==> config.mk <==
export PLATFORM = sky130hd
export DESIGN_NAME = rtc_read_seq
export DESIGN_NICKNAME = d
export VERILOG_FILES = /design/src/rtl/rtc_read_seq_pkg.sv /design/src/rtl/rtc_read_seq_phase_timer.sv /design/src/rtl/rtc_read_seq.sv
export SDC_FILE = /design/constraint.sdc
export NUM_CORES = 1
export LEC_CHECK = 0
export CAP_MARGIN = 20
export CORE_UTILIZATION = 30
export CTS_BUF_LIST = sky130_fd_sc_hd__clkbuf_4 sky130_fd_sc_hd__clkbuf_8
export DETAILED_ROUTE_END_ITERATION = 7
export GPL_ROUTABILITY_DRIVEN = 0
export PLACE_DENSITY = 0.5
export SYNTH_ARGS = -nofsm -noshare
export SYNTH_HDL_FRONTEND = slang
export SYNTH_HIERARCHICAL = 1
export SYNTH_SLANG_ARGS = --single-unit
==> constraint.sdc <==
create_clock -name clk -period 6.7 [get_ports clk]
set_input_delay 0.67 -clock clk [delete_from_list [all_inputs] [get_ports clk]]
set_output_delay 0.67 -clock clk [all_outputs]
set_load 0.02 [all_outputs]
==> src/rtl/rtc_read_seq_pkg.sv <==
// Shared definitions for the RTC read sequencer: FSM encoding, RTC register
// addresses and sweep index limits.
package rtc_read_seq_pkg;

  typedef enum logic [2:0] {
    IDLE      = 3'd0,
    ADDR_WR   = 3'd1,
    ADDR_HOLD = 3'd2,
    DATA_RD   = 3'd3,
    LATCH     = 3'd4,
    RELEASE   = 3'd5,
    DONE      = 3'd6
  } state_t;

  localparam logic [7:0] ADDR_SEG      = 8'h21;
  localparam logic [7:0] ADDR_MIN      = 8'h22;
  localparam logic [7:0] ADDR_HORA     = 8'h23;
  localparam logic [7:0] ADDR_DIA      = 8'h24;
  localparam logic [7:0] ADDR_MES      = 8'h25;
  localparam logic [7:0] ADDR_YEAR     = 8'h26;
  localparam logic [7:0] ADDR_SEG_TIM  = 8'h41;
  localparam logic [7:0] ADDR_MIN_TIM  = 8'h42;
  localparam logic [7:0] ADDR_HORA_TIM = 8'h43;

  localparam logic [3:0] IDX_FIRST      = 4'd1;
  localparam logic [3:0] IDX_LAST_DATE  = 4'd6;
  localparam logic [3:0] IDX_LAST_TIMER = 4'd9;

  // Destination index to RTC register address; out-of-range indices map to 0x00.
  function automatic logic [7:0] idx_to_addr(input logic [3:0] idx);
    logic [7:0] addr;
    case (idx)
      4'd1:    addr = ADDR_SEG;
      4'd2:    addr = ADDR_MIN;
      4'd3:    addr = ADDR_HORA;
      4'd4:    addr = ADDR_DIA;
      4'd5:    addr = ADDR_MES;
      4'd6:    addr = ADDR_YEAR;
      4'd7:    addr = ADDR_SEG_TIM;
      4'd8:    addr = ADDR_MIN_TIM;
      4'd9:    addr = ADDR_HORA_TIM;
      default: addr = 8'h00;
    endcase
    return addr;
  endfunction

endpackage

==> src/rtl/rtc_read_seq_phase_timer.sv <==
// Bus phase timer: loads a count, counts down, and pulses o_expire for one
// cycle when the loaded phase has run out.
module rtc_phase_timer (
  input  logic       clk,
  input  logic       reset,
  input  logic       i_load,
  input  logic [7:0] i_load_val,
  output logic       o_expire
);

  logic [7:0] r_count;
  logic       r_active;

  // A load of N gives an expire pulse in the (N+1)-th cycle after the load edge.
  always_ff @(posedge clk) begin
    if (reset) begin
      r_count  <= 8'd0;
      r_active <= 1'b0;
    end else if (i_load) begin
      r_count  <= i_load_val;
      r_active <= 1'b1;
    end else if (r_active) begin
      if (r_count == 8'd0) begin
        r_active <= 1'b0;
      end else begin
        r_count <= r_count - 8'd1;
      end
    end
  end

  assign o_expire = r_active && (r_count == 8'd0);

endmodule

==> src/rtl/rtc_read_seq.sv <==
// RTC read sequencer: sweeps the RTC date registers (and the timer registers
// when RTC_TIMER_READ_EN is defined), strobing each value into a register bank.
module rtc_read_seq
  import rtc_read_seq_pkg::*;
#(
  parameter int T_PHASE = 8
) (
  input  logic       clk,
  input  logic       reset,
  input  logic       start,
  output logic       busy,
  output logic       done,
  output logic       cs_n,
  output logic       rd_n,
  output logic       wr_n,
  output logic       ad,
  output logic [7:0] addr_out,
  output logic       addr_oe,
  output logic       LL_signal,
  output logic [3:0] reg_select
);

`ifdef RTC_TIMER_READ_EN
  localparam logic [3:0] IDX_LAST = IDX_LAST_TIMER;
`else
  localparam logic [3:0] IDX_LAST = IDX_LAST_DATE;
`endif

  localparam logic [7:0] PHASE_LOAD = 8'(T_PHASE - 1);

  state_t     r_state;
  state_t     w_next;
  logic [3:0] r_index;
  logic       w_expire;
  logic       w_load;

  // Every state change reloads the timer, so each timed phase gets a full T_PHASE.
  assign w_load = (w_next != r_state);

  rtc_phase_timer u_timer (
    .clk        (clk),
    .reset      (reset),
    .i_load     (w_load),
    .i_load_val (PHASE_LOAD),
    .o_expire   (w_expire)
  );

  always_ff @(posedge clk) begin
    if (reset) begin
      r_state <= IDLE;
      r_index <= 4'd0;
    end else begin
      r_state <= w_next;
      if (((r_state == IDLE) || (r_state == DONE)) && start) begin
        r_index <= IDX_FIRST;
      end else if ((r_state == RELEASE) && w_expire && (r_index != IDX_LAST)) begin
        r_index <= r_index + 4'd1;
      end
    end
  end

  // DONE goes straight to ADDR_WR when start is still high so held-start sweeps abut.
  always_comb begin
    w_next = r_state;
    case (r_state)
      IDLE:      if (start)    w_next = ADDR_WR;
      ADDR_WR:   if (w_expire) w_next = ADDR_HOLD;
      ADDR_HOLD: if (w_expire) w_next = DATA_RD;
      DATA_RD:   if (w_expire) w_next = LATCH;
      LATCH:                   w_next = RELEASE;
      RELEASE: begin
        if (w_expire) begin
          w_next = (r_index == IDX_LAST) ? DONE : ADDR_WR;
        end
      end
      DONE:      w_next = start ? ADDR_WR : IDLE;
      default:   w_next = IDLE;
    endcase
  end

  always_comb begin
    busy       = (r_state != IDLE);
    done       = 1'b0;
    cs_n       = 1'b1;
    rd_n       = 1'b1;
    wr_n       = 1'b1;
    ad         = 1'b0;
    addr_out   = 8'h00;
    addr_oe    = 1'b0;
    LL_signal  = 1'b0;
    reg_select = 4'd0;
    case (r_state)
      ADDR_WR: begin
        cs_n     = 1'b0;
        wr_n     = 1'b0;
        addr_oe  = 1'b1;
        addr_out = idx_to_addr(r_index);
      end
      ADDR_HOLD: begin
        cs_n     = 1'b0;
        addr_oe  = 1'b1;
        addr_out = idx_to_addr(r_index);
      end
      DATA_RD: begin
        cs_n = 1'b0;
        rd_n = 1'b0;
        ad   = 1'b1;
      end
      LATCH: begin
        cs_n       = 1'b0;
        rd_n       = 1'b0;
        ad         = 1'b1;
        LL_signal  = 1'b1;
        reg_select = r_index;
      end
      DONE:    done = 1'b1;
      default: ;
    endcase
  end

endmodule

==> impl_metrics.py, run 1 <==
metrics = {
    "logic_synthesis": {
        "synth_cell_types": 49,
        "synth_top_family_by_area": "simple AND/OR/NAND/NOR gates",
        "ys_seq_elements": 16,
        "synth_compound_area_share_pct": 20.48,
        "avgSynthCellArea_um2": 7.789,
        "synth_ff_type": "dfxtp_1",
        "synthMuxAreaShare_pct": 2.410,
        "yosysSeqAreaShare_pct": 25.70,
        "yosysWarnings": 6,
        "synth_xor_area_share_pct": 4.217,
        "synthSimpleGateAreaFrac_pct": 30.62,
        "synth_adder_area_share_pct": 8.032,
        "async_flop_share_pct": 0,
        "synth_edf_count": 0,
        "synth_area_um2": 1246,
        "syn_inst": 160,
    },
    "timing": {
        "tightest_slew_ps": 666.1,
        "fmax_ghz": 0.3376,
        "period_needed_ps": 2962,
        "setup_violations": 0,
        "fin_crit_sh_pct": 44.21,
        "setup_tns_ps": 0,
        "holdWs_ps": 529.9,
        "skew_ps": 5.594,
        "relSlewSlack_pct": 55.45,
        "slew_violations": 0,
        "hold_viol": 0,
        "rsz0062_at_grt": "no",
    },
    "worst_hold_path": {
        "hold_class": "flip-flop to flip-flop",
    },
    "drt": {
        "wl_mm": 2.642,
        "dr.pass1.iters": 4,
        "wl_per_cell_um": 11.54,
        "ant_nets": 0,
        "vias": 1123,
        "drc": 0,
        "viasPerCell": 4.904,
        "drtIter0Drc": 46,
    },
    "power": {
        "p_sw_share_pct": 33.54,
        "seqPwrFrac_pct": 43.8,
        "intPower_w": 0.0001806,
        "combPwrFrac_pct": 29.5,
        "p_leak_nw": 0.5472,
        "p_switching_w": 0.00009111,
        "power_frac_clock_pct": 26.7,
        "power_density_nw_per_um2": 180.0,
        "vdd_ir_drop_max_v": 0.0001142,
    },
    "layout": {
        "areaGrowthSynthToFinish_pct": 21.08,
        "diodes": 0,
        "fin_area_um2": 1509,
        "final_common_cell": "nor2_1",
        "nNetsFinal": 192,
        "drive_above_1_share_pct": 5.587,
        "final_cell_mix": "nor2_1, clkdlybuf4s50_1, dfxtp_1",
    },
    "setup_path": {
        "crit_arrival_ps": 2290,
        "worst_ep_required_time_ps": 6030,
        "ff2ff_setup_slack_ps": 3850,
        "criticalPathCategory": "flip-flop to output port",
        "worst-path-buf-inv": 1,
        "cp.depth": 4,
        "r2r_end": "u_timer/r_count[5]$_SDFFE_PP0P_",
        "path_max_fanout": 16,
        "cp-startpoint": "r_state[0]$_SDFF_PP0_",
        "worstSetupEndpoint": "addr_out[5]",
        "worstSetupStartpointType": "flip-flop",
        "end_kind": "output port",
        "critPathSlowestCell": "clkdlybuf4s50_1",
        "path_delay_family": "buffers and inverters",
        "worstReg2RegStart": "u_timer/r_count[0]$_SDFFE_PP0P_",
        "r2r_cells": 10,
        "slowest_delay_ps": 670,
        "worstPathCellList": "xor2_1, nand2b_1, a2111oi_0, clkdlybuf4s50_1",
    },
    "grt": {
        "grt_pass1_wl_mm": 4.567,
        "grt_max_degree": 19,
        "grt_pass1_vias": 1004,
        "grt_use_total_pct": 13.26,
        "grt_antenna_before_repair": 0,
        "gr-total-overflow": 0,
    },
    "floorplanning": {
        "fp-row-count": 23,
        "dieArea_um2": 4416,
        "initial_utilization_pct": 31.15,
        "io_pins": 23,
        "die_y_um": 66.45,
        "core_region_area_um2": 4000,
        "die_w_um": 66.45,
    },
    "clocking": {
        "postCtsSetupRepairBufs": 0,
        "clkLatencyLatePin_ps": 250,
        "clkTransAtPathRegs_ps": 70,
        "root_buffer": "clkbuf_8",
        "cts-resized-gates": 0,
        "postCtsHoldBufs": 0,
        "clockBufferDepth": 2,
        "cts_buffers": 3,
        "htreeDepth": 1,
        "clock-sinks": 16,
        "cts_tree": "built",
    },
    "run": {
        "maxCapViolations": 0,
    },
    "outcome": {
        "status": "finished clean",
    },
    "placed_design": {
        "port_buffers": 19,
        "dpl.hpwl_mm": 1.994,
        "dpl_cell_area_um2": 1468,
    },
}
per-layer routing:
layer  global-route usage [%]  routed length [um]  vias up
li1                         -                   -      588
met1                    16.41                1283      505
met2                    22.83                1255       28
met3                    1.884                  83        2
met4                    5.319                  20        0
met5                        0                   0        -
cells in the mapped netlist, types with 2 or more instances:
| library cell | instances | area share, % |
|---|---|---|
| dfxtp_1 | 16 | 26 |
| a211oi_1 | 7 | 4.2 |
| a21oi_1 | 7 | 2.8 |
| nand2b_1 | 4 | 2.0 |
| mux2i_1 | 3 | 2.4 |
| nor2b_1 | 4 | 2.0 |
| a2111oi_0 | 2 | 1.4 |
| conb_1 | 2 | 0.60 |
| buf_4 | 4 | 2.4 |
| and2_1 | 3 | 1.5 |
| or4b_1 | 2 | 1.6 |
| nand3b_1 | 2 | 1.2 |
| or3_1 | 2 | 1.0 |
| nand3_1 | 4 | 1.6 |
| a311oi_1 | 2 | 1.4 |
| nor2_1 | 23 | 6.9 |
| ha_1 | 8 | 8.0 |
| nand2_1 | 8 | 2.4 |
| clkbuf_1 | 4 | 1.2 |
| nor3b_1 | 2 | 1.2 |
| o21a_1 | 2 | 1.2 |
| o21ai_0 | 4 | 1.6 |
| inv_1 | 8 | 2.4 |
| xnor2_1 | 5 | 3.5 |
| buf_2 | 4 | 1.6 |
| nor3_1 | 5 | 2.0 |
cells by family (layout without fill, tap and decap cells):
logic type	Yosys count	in the layout
other	2	11
XOR/XNOR	6	6
adder cells (fa/ha/maj)	8	8
AO/OA/AOI/OAI	36	36
AND/OR/NAND/NOR	68	68
multiplexers	3	3
flip-flops	16	16
buffers and inverters	21	31
worst min-delay path by stage:
| stage | startpoint | end | slack (ps) | cells after the start |
|---|---|---|---|---|
| 3_3_place_gp | u_timer/r_count[7]$_SDFFE_PP0P_ | u_timer/r_count[7]$_SDFFE_PP0P_ | 510 | 2 |
| 3_5_place_dp | u_timer/r_count[7]$_SDFFE_PP0P_ | u_timer/r_count[7]$_SDFFE_PP0P_ | 520 | 2 |
| 5_1_grt | u_timer/r_count[7]$_SDFFE_PP0P_ | u_timer/r_count[7]$_SDFFE_PP0P_ | 550 | 2 |
| 6_report | u_timer/r_count[7]$_SDFFE_PP0P_ | u_timer/r_count[7]$_SDFFE_PP0P_ | 530 | 2 |
| 2_1_floorplan | u_timer/r_count[7]$_SDFFE_PP0P_ | u_timer/r_count[7]$_SDFFE_PP0P_ | 480 | 2 |
| 4_1_cts | u_timer/r_count[7]$_SDFFE_PP0P_ | u_timer/r_count[7]$_SDFFE_PP0P_ | 530 | 2 |
tightest hold or removal path, cell delays in order, from the launching register on:
cell and delay (ps):
dfxtp_1 340, nand2_1 70, a311oi_1 80
per-stage QoR:
stage,setup WS [ps],utilization (%),std cells,power (W)
6_report,3738,37.72,229,0.0002717
5_1_grt,3546,37.72,229,0.0002888
4_1_cts,3713,37.72,229,0.0002730
3_5_place_dp,3925,36.69,226,0.0002007
3_3_place_gp,4015,36.69,226,0.0002004
2_1_floorplan,4150,-,169,0.0001806
sequential cells by signal, summed over array words and instances, names as in the netlist:
signal / count
r_index: 4
r_state: 3
u_timer/r_active: 1
u_timer/r_count: 8
layout make-up:
type	count	area (um2)
well taps	50	62.56
fillers	414	2491
multi-input cells	132	860.8
flip-flops and latches	16	320.3
repair buffers	19	190.2
inverters	9	33.78
clock buffers	3	41.29
power by group through the flow:
stage	sequential, W	clock (W)	combinational [W]
final	0.000119	0.0000725	0.0000801
after global placement	0.000121	0	0.0000797
after global routing	0.000121	0.0000780	0.0000899
after CTS	0.000119	0.0000740	0.0000801
after detailed placement	0.000121	0	0.0000798
after floorplan	0.000115	0	0.0000653
Power figures use the tool's default switching activity.
==> inputs of run 2 (changes only) <==
==> constraint.sdc (replaced) <==
create_clock -name clk -period 2.85 [get_ports clk]
set_input_delay 0.285 -clock clk [delete_from_list [all_inputs] [get_ports clk]]
set_output_delay 0.285 -clock clk [all_outputs]
set_load 0.02 [all_outputs]
==> impl_metrics.py, run 2 (synthesis gave the netlist of run 1 again) <==
metrics = {
    "clocking": {
        "cts_tree": "built",
        "cts_buffers": 3,
        "clockBufferDepth": 2,
        "root_buffer": "clkbuf_8",
        "htreeDepth": 1,
        "clkLatencyLatePin_ps": 250,
        "clock-sinks": 16,
        "postCtsSetupRepairBufs": 0,
        "postCtsHoldBufs": 0,
        "clkTransAtPathRegs_ps": 70,
        "cts-resized-gates": 0,
    },
    "timing": {
        "fin_crit_sh_pct": 89.30,
        "hold_viol": 0,
        "period_needed_ps": 2545,
        "setup_violations": 0,
        "skew_ps": 6.974,
        "tightest_slew_ps": 664.0,
        "setup_tns_ps": 0,
        "slew_violations": 0,
        "rsz0062_at_grt": "no",
        "holdWs_ps": 532.4,
        "relSlewSlack_pct": 55.59,
        "fin_ws_ps": 305.1,
        "fmax_ghz": 0.3929,
    },
    "layout": {
        "largest_register_ffs": 8,
        "final_common_cell": "nor2_1",
        "top_regs": "u_timer/r_count: 8 flops, r_index: 4 flops, r_state: 3 flops",
        "regMostFlops": "u_timer/r_count",
        "multi_input_area_um2": 860.8,
        "nNetsFinal": 195,
        "diodes": 0,
        "nFillCells": 409,
        "final_cell_mix": "nor2_1, clkdlybuf4s50_1, dfxtp_1",
        "areaGrowthSynthToFinish_pct": 22.89,
        "drive_above_1_share_pct": 7.143,
        "finish.utilization_pct": 38.29,
        "register_area_um2": 320.3,
    },
    "setup_path": {
        "crit_arrival_ps": 2260,
        "worstReg2RegStart": "u_timer/r_count[0]$_SDFFE_PP0P_",
        "path_max_fanout": 15,
        "critPathSlowestCell": "clkdlybuf4s50_1",
        "slowest_delay_ps": 670,
        "cp-startpoint": "r_state[1]$_SDFF_PP0_",
        "criticalPathCategory": "flip-flop to output port",
        "worstSetupStartpointType": "flip-flop",
        "worst_ep_required_time_ps": 2570,
        "end_kind": "output port",
        "worstPathCellList": "xor2_1, nand2b_1, a2111oi_0, clkdlybuf4s50_1",
        "r2r_cells": 10,
    },
    "floorplanning": {
        "die_w_um": 66.45,
        "die_y_um": 66.45,
        "io_pins": 23,
        "core_region_area_um2": 4000,
        "fp-row-count": 23,
        "initial_utilization_pct": 31.15,
        "dieArea_um2": 4416,
    },
    "drt": {
        "vias": 1150,
        "drc": 0,
        "viasPerCell": 4.957,
        "drtIter0Drc": 21,
        "wl_per_cell_um": 11.64,
        "ant_nets": 0,
        "wl_mm": 2.700,
        "dr.pass1.iters": 4,
    },
    "grt": {
        "grt_antenna_before_repair": 0,
        "grt_pass1_vias": 1057,
        "grt_use_total_pct": 13.76,
        "grt_pass1_wl_mm": 4.636,
        "gr-total-overflow": 0,
        "grt_max_degree": 19,
    },
    "power": {
        "p_leak_nw": 0.5622,
        "vdd_ir_drop_max_v": 0.0001868,
        "power_frac_clock_pct": 26.5,
        "combPwrFrac_pct": 31.2,
        "p_sw_share_pct": 33.28,
        "p_switching_w": 0.0002158,
        "seqPwrFrac_pct": 42.4,
        "intPower_w": 0.0004326,
        "power_density_nw_per_um2": 423.4,
        "power_w": 0.0006484,
    },
    "placed_design": {
        "dpl.hpwl_mm": 2.077,
        "dpl_worst_slack_ps": 553.8,
        "port_buffers": 19,
    },
    "outcome": {
        "status": "finished clean",
    },
    "worst_hold_path": {
        "hold_start": "u_timer/r_count[7]$_SDFFE_PP0P_",
        "whs_path_depth": 2,
        "hold_class": "flip-flop to flip-flop",
    },
    "run": {
        "maxCapViolations": 0,
    },
}
[run 2: changes by cell type in the layout (fill, tap and decap cells not counted)]
cell   delta
buf_4     +3
[run 2: final timing paths]
| check | endpoint | slack (ps) |
|---|---|---|
| min | u_timer/r_count[7]$_SDFFE_PP0P_ | 530 |
| min reg2reg | u_timer/r_count[7]$_SDFFE_PP0P_ | 530 |
| max | addr_out[5] | 310 |
| max reg2reg | u_timer/r_count[5]$_SDFFE_PP0P_ | 510 |
[run 2: final cells by class]
class	instances	area share, %
timing repair buffer	22	13.89
multi-input combinational	132	56.21
tap	50	4.085
sequential	16	20.92
inverter	9	2.206
clock buffer	3	2.696
[run 2: stage by stage]
| step | cell area [um2] | cells |
|---|---|---|
| final | 1531 | 232 |
| after global routing | 1531 | 232 |
| after CTS | 1531 | 232 |
| after detailed placement | 1490 | 229 |
| after global placement | 1490 | 229 |
| after floorplan | 1280 | 169 |
[run 2: layer usage]
metal | vias up | track usage (%) | part of all wire [%]
met4 | 0 | 8.777 | 3.0
met3 | 9 | 1.541 | 3.0
met1 | 515 | 15.71 | 47
met2 | 31 | 24.11 | 47
met5 | - | 0 | 0
li1 | 595 | - | -
[run 2: worst max-delay path: cells and delay by family, from the launching register on]
kind,cells,cell delay (ps)
AOI/OAI and AO/OA,1,410
and+or+nand+nor,1,160
xor gates and xnor gates,1,180
buffers and inverters,1,670
DFF,1,590
[run 2: power groups by stage]
| stage | registers (W) | clock network, W | logic (W) |
|---|---|---|---|
| 4_1_cts | 0.000274 | 0.000178 | 0.000204 |
| 5_1_grt | 0.000278 | 0.000186 | 0.000229 |
| 3_3_place_gp | 0.000279 | 0 | 0.000201 |
| 3_5_place_dp | 0.000279 | 0 | 0.000203 |
| 6_report | 0.000275 | 0.000172 | 0.000202 |
| 2_1_floorplan | 0.000271 | 0 | 0.000154 |
